===== config.mk =====
export PLATFORM = sky130hd
export DESIGN_NAME = mul8_sequencer
export DESIGN_NICKNAME = d
export VERILOG_FILES = /design/src/rtl/mul8_sequencer.sv
export SDC_FILE = /design/constraint.sdc
export NUM_CORES = 1
export LEC_CHECK = 0
export CORE_MARGIN = 4
export CORE_UTILIZATION = 50
export CTS_CLUSTER_DIAMETER = 100
export DETAILED_ROUTE_END_ITERATION = 10
export GPL_TIMING_DRIVEN = 0
export PLACE_DENSITY = 0.8
export SLEW_MARGIN = 20
export SYNTH_ARGS = -nofsm -noshare
export SYNTH_HDL_FRONTEND = slang
export SYNTH_SLANG_ARGS = --single-unit

===== constraint.sdc =====
create_clock -name clk -period 5.7 [get_ports clk]
set_input_delay 0.855 -clock clk [delete_from_list [all_inputs] [get_ports clk]]
set_output_delay 0.855 -clock clk [all_outputs]
set_load 0.005 [all_outputs]

===== src/rtl/mul8_sequencer.sv =====
// mul8_sequencer: 8x8 -> 16 unsigned multiply built from
// four passes through one shared 4x4 array multiplier.
module mul8_sequencer (
  input  logic        clk,
  input  logic        rst,
  input  logic        in_valid,
  input  logic [7:0]  in_a,
  input  logic [7:0]  in_b,
  output logic        in_ready,
  output logic        out_valid,
  output logic [15:0] out_p,
  input  logic        out_ready,
  output logic [3:0]  mul_a,
  output logic [3:0]  mul_b,
  input  logic [7:0]  mul_p,
  output logic        busy,
  output logic [7:0]  done_cnt
);

  typedef enum logic [2:0] {
    IDLE = 3'd0,
    S0   = 3'd1,
    S1   = 3'd2,
    S2   = 3'd3,
    S3   = 3'd4,
    DONE = 3'd5
  } state_t;

  state_t      state_q;
  logic [7:0]  a_q;
  logic [7:0]  b_q;
  logic [15:0] acc_q;
  logic [15:0] acc_d;
  logic [15:0] pp;
  logic [7:0]  cnt_q;

  // Nibble select and partial-product alignment for the current step
  always_comb begin
    mul_a = 4'h0;
    mul_b = 4'h0;
    pp    = 16'h0000;
    unique case (state_q)
      S0: begin
        mul_a = a_q[3:0];
        mul_b = b_q[3:0];
        pp    = {8'h00, mul_p};
      end
      S1: begin
        mul_a = a_q[7:4];
        mul_b = b_q[3:0];
        pp    = {4'h0, mul_p, 4'h0};
      end
      S2: begin
        mul_a = a_q[3:0];
        mul_b = b_q[7:4];
        pp    = {4'h0, mul_p, 4'h0};
      end
      S3: begin
        mul_a = a_q[7:4];
        mul_b = b_q[7:4];
        pp    = {mul_p, 8'h00};
      end
      default: begin
        mul_a = 4'h0;
        mul_b = 4'h0;
        pp    = 16'h0000;
      end
    endcase
  end

  // Max product 0xFE01 fits, so the add never overflows
  assign acc_d = acc_q + pp;

  // Sequencer: accept, four accumulate steps, hold result
  always_ff @(posedge clk) begin
    if (rst) begin
      state_q <= IDLE;
      a_q     <= 8'h00;
      b_q     <= 8'h00;
      acc_q   <= 16'h0000;
      cnt_q   <= 8'h00;
    end else begin
      unique case (state_q)
        IDLE: begin
          if (in_valid) begin
            a_q     <= in_a;
            b_q     <= in_b;
            acc_q   <= 16'h0000;
            state_q <= S0;
          end
        end
        S0: begin
          acc_q   <= acc_d;
          state_q <= S1;
        end
        S1: begin
          acc_q   <= acc_d;
          state_q <= S2;
        end
        S2: begin
          acc_q   <= acc_d;
          state_q <= S3;
        end
        S3: begin
          acc_q   <= acc_d;
          state_q <= DONE;
        end
        DONE: begin
          if (out_ready) begin
            cnt_q   <= cnt_q + 8'h01;
            state_q <= IDLE;
          end
        end
        default: state_q <= IDLE;
      endcase
    end
  end

  assign in_ready  = (state_q == IDLE);
  assign out_valid = (state_q == DONE);
  assign busy      = (state_q != IDLE);
  assign out_p     = acc_q;
  assign done_cnt  = cnt_q;

endmodule


==> impl_metrics.env <==
export IMPL_yosys_area_top_type="sky130_fd_sc_hd__dfxtp_1"
export IMPL_p_int_mw=0.598
export IMPL_crit_arrival_ps=3700
export IMPL_timing_setup_critical_path_class="register to register"
export IMPL_initial_core_utilization_pct=51.9
export IMPL_antenna_diode_count=0
export IMPL_numClockSinks=43
export IMPL_crit_path_max_fanout=10
export IMPL_clock_path_buffers=2
export IMPL_r2r_worst_path_cells=11
export IMPL_totalPowerFinal_mw=0.851
export IMPL_worst_slew_pin_slew_ps=736
export IMPL_worst_skew_late_latency_ps=310
export IMPL_yosys_warnings=0
export IMPL_hpwl_um=5240
export IMPL_slew_violations=0
export IMPL_route_met3_wl_um=268
export IMPL_pin_count=63
export IMPL_timing_final_setup_violations=0
export IMPL_multi_input_comb_area_mm2=0.00171
export IMPL_final_hold_viol_count=0
export IMPL_clock_fmax_ghz=0.285
export IMPL_area_growth_synth_to_final_pct=31.3
export IMPL_drive_above_1_share_pct=4.94
export IMPL_ys_dominant_reg_cell="sky130_fd_sc_hd__dfxtp_1"
export IMPL_antenna_left=0
export IMPL_cap_viol_max_count=0
export IMPL_met1_length_um=3290
export IMPL_skew_ps=9.29
export IMPL_buffers_inserted_by_post_cts_timing_repair=0
export IMPL_hold_ws_ps=457
export IMPL_vias_per_cell=5.61
export IMPL_timing_hold_worst_class="register to register"
export IMPL_vdd_drop_max_uv=169
export IMPL_drt_first_iter_violations=96
export IMPL_whs_path_depth=2
export IMPL_postCtsResizedCells=0
export IMPL_overflow=0
export IMPL_switching_share_pct=29.7
export IMPL_dr_wl_met2_um=3210
export IMPL_maxSlewHeadroom_pct=50.8
export IMPL_r2r_end="out_p[15]"
export IMPL_firstDrtPassIters=4
export IMPL_switching_power_mw=0.253
export IMPL_layout_core_utilization_pct=68.2
export IMPL_route_detailed_wl_per_inst_um=14.5
export IMPL_setup_repair_after_global_routing_missed_its_margin="false"
export IMPL_synthesized_area_per_cell_um2=8.02
export IMPL_remaining_drc_errors=0
export IMPL_dieWidth_um=81.3
export IMPL_die_height_um=81.3
export IMPL_ys_top_cells_by_area="sky130_fd_sc_hd__dfxtp_1, sky130_fd_sc_hd__nand2_1, sky130_fd_sc_hd__ha_1, sky130_fd_sc_hd__a21oi_1, sky130_fd_sc_hd__xor2_1"
export IMPL_worstHoldEndpoint="a_q[4]"
export IMPL_clock_slew_at_the_register_clock_pins_of_the_worst_setup_and_hold_paths_ps=80
export IMPL_floorplan_core_area_mm2=0.00517
export IMPL_grt_first_pass_wirelength_um=11300
export IMPL_run_status="finished, final reports clean"
export IMPL_grt_pass1_vias=2443
export IMPL_seq_area_frac_synth_pct=32.0
export IMPL_seq_cells_post_synth=43
export IMPL_worstPathRequired_ps=5900
export IMPL_placed_cells=467
export IMPL_grt_total_usage_pct=21.7
export IMPL_startpoint_type="register"
export IMPL_topRoutingLayerUsed="met4"
export IMPL_finalNetCount=449
export IMPL_post_synth_top_area_fraction_pct=32.0
export IMPL_finalCritPeriodShare_pct=61.5
export IMPL_cts_root_buf="sky130_fd_sc_hd__clkbuf_8"
export IMPL_pre_cts_ws_ps=2210
export IMPL_r2r_slack_ps=2190
export IMPL_drt_wl_total_um=6870
export IMPL_cts_tree="done"
export IMPL_powerDensity_mw_per_mm2=241
export IMPL_min_from="a_q[4]"
export IMPL_die_area_mm2=0.00661
export IMPL_buffer_ports_inserted=62
export IMPL_synth_area_mm2=0.00269
export IMPL_min_period_ps=3510
export IMPL_htree_num_levels=2
export IMPL_cts_inserted_buffers=5
export IMPL_layout_setup_ws_ps=2190
export IMPL_sum_of_negative_setup_slack_ps=0
export IMPL_ff_latch_area_um2=861
export IMPL_synth_edf_count=0
export IMPL_postLayoutCellArea_mm2=0.00353
export IMPL_pwr_share_seq_pct=39.2
export IMPL_routabilityCongestion=0.889
export IMPL_dpl_instance_area_mm2=0.00339
export IMPL_combPwrFrac_pct=26.9
export IMPL_critical_path_endpoint_type="register"
export IMPL_synthCells=335
export IMPL_worstReg2RegStart="state_q[2]"
export IMPL_antenna_violations_before_repair=0
export IMPL_vias=2666
export IMPL_synthDistinctLibCells=48
export IMPL_largest_net_degree_at_the_start_of_global_routing=14
export IMPL_synthesis_nets=380
export IMPL_cts_hold_buf=0
export IMPL_asyncSetResetFlopFracSynth_pct=0
export IMPL_number_of_standard_cells_in_the_layout_taps_in_and_fillers_out=475
export IMPL_cellLeakagePower_nw=1.40
export IMPL_share_clk_of_total_power_pct=33.9
export IMPL_fill_cells=449
export IMPL_placement_rows=26
flip-flops by register name (all words and copies together) (netlist names):
| signal | count |
|---|---|
| state_q | 3 |
| a_q | 8 |
| b_q | 8 |
| done_cnt | 8 |
| out_p | 16 |
Yosys cell counts, types with 7 or more instances:
master,count
sky130_fd_sc_hd__nor2_1,22
sky130_fd_sc_hd__dfxtp_1,43
sky130_fd_sc_hd__o21ai_0,11
sky130_fd_sc_hd__clkbuf_1,10
sky130_fd_sc_hd__a21oi_1,30
sky130_fd_sc_hd__and3_1,11
sky130_fd_sc_hd__xnor2_1,8
sky130_fd_sc_hd__ha_1,16
sky130_fd_sc_hd__a22o_1,10
sky130_fd_sc_hd__o21ai_1,7
sky130_fd_sc_hd__a22oi_1,9
sky130_fd_sc_hd__nand2_1,66
sky130_fd_sc_hd__xor2_1,12
per-layer routing:
layer / GRT usage, % / up-vias
li1: - / 1343
met1: 29.0 / 1252
met2: 34.8 / 60
met3: 3.55 / 11
met4: 8.78 / 0
met5: 0 / -
power by group through the flow:
stage	Combinational (mW)	Sequential, mW	Clock [mW]
5_1_grt	0.253	0.336	0.303
3_3_place_gp	0.221	0.340	0
3_5_place_dp	0.227	0.340	0
4_1_cts	0.228	0.333	0.289
6_report	0.229	0.334	0.288
2_1_floorplan	0.144	0.338	0
worst max-delay path by stage:
| stage | cells after the start | endpoint | startpoint | slack, ps |
|---|---|---|---|---|
| after CTS | 11 | out_p[15] | state_q[2] | 2240 |
| final | 11 | out_p[15] | state_q[2] | 2190 |
| after floorplan | 11 | out_p[15] | state_q[2] | 2870 |
| after global placement | 10 | out_p[15] | mul_p[0] | 2240 |
| after global routing | 11 | out_p[15] | state_q[2] | 1930 |
| after detailed placement | 10 | out_p[15] | mul_p[0] | 2210 |
placed cells by master (no fill, tap or decap), types with 7 or more instances in the layout:
master / netlist / layout
sky130_fd_sc_hd__o21ai_1: 7 / 7
sky130_fd_sc_hd__xnor2_1: 8 / 8
sky130_fd_sc_hd__nor2_1: 22 / 22
sky130_fd_sc_hd__and3_1: 11 / 11
sky130_fd_sc_hd__dfxtp_1: 43 / 43
sky130_fd_sc_hd__a22oi_1: 9 / 9
sky130_fd_sc_hd__xor2_1: 12 / 12
sky130_fd_sc_hd__clkdlybuf4s50_1: 0 / 62
sky130_fd_sc_hd__ha_1: 16 / 16
sky130_fd_sc_hd__a22o_1: 10 / 10
sky130_fd_sc_hd__nand2_1: 66 / 66
sky130_fd_sc_hd__a21oi_1: 30 / 30
sky130_fd_sc_hd__clkbuf_1: 10 / 11
sky130_fd_sc_hd__o21ai_0: 11 / 11
critical path: stages, from the launching register on:
cell,delay [ps]
sky130_fd_sc_hd__dfxtp_1,350
sky130_fd_sc_hd__clkbuf_1,320
sky130_fd_sc_hd__buf_1,400
sky130_fd_sc_hd__clkbuf_1,380
sky130_fd_sc_hd__nor2_1,110
sky130_fd_sc_hd__ha_1,370
sky130_fd_sc_hd__o211ai_1,110
sky130_fd_sc_hd__o21a_1,220
sky130_fd_sc_hd__o21ai_0,490
sky130_fd_sc_hd__nand4_1,150
sky130_fd_sc_hd__o211ai_1,140
sky130_fd_sc_hd__mux2_2,350
cells by family after synthesis:
| logic type | share of synthesized area [%] |
|---|---|
| muxes | 1.16 |
| xor gates and xnor gates | 6.52 |
| adders and majority gates | 8.20 |
| DFF | 32.0 |
| AOI/OAI and AO/OA | 26.5 |
| buffers and inverters | 4.24 |
| and+or+nand+nor | 21.3 |
layout make-up:
| class | count | share of cell area (%) |
|---|---|---|
| multi-input combinational | 268 | 48.5 |
| tap | 70 | 2.48 |
| sequential | 43 | 24.4 |
| clock buffer | 6 | 2.06 |
| inverter | 5 | 0.532 |
| timing repair buffer | 62 | 17.6 |
| buffer | 19 | 2.70 |
| clock inverter | 2 | 1.70 |
(Power assumes the default switching activity.)
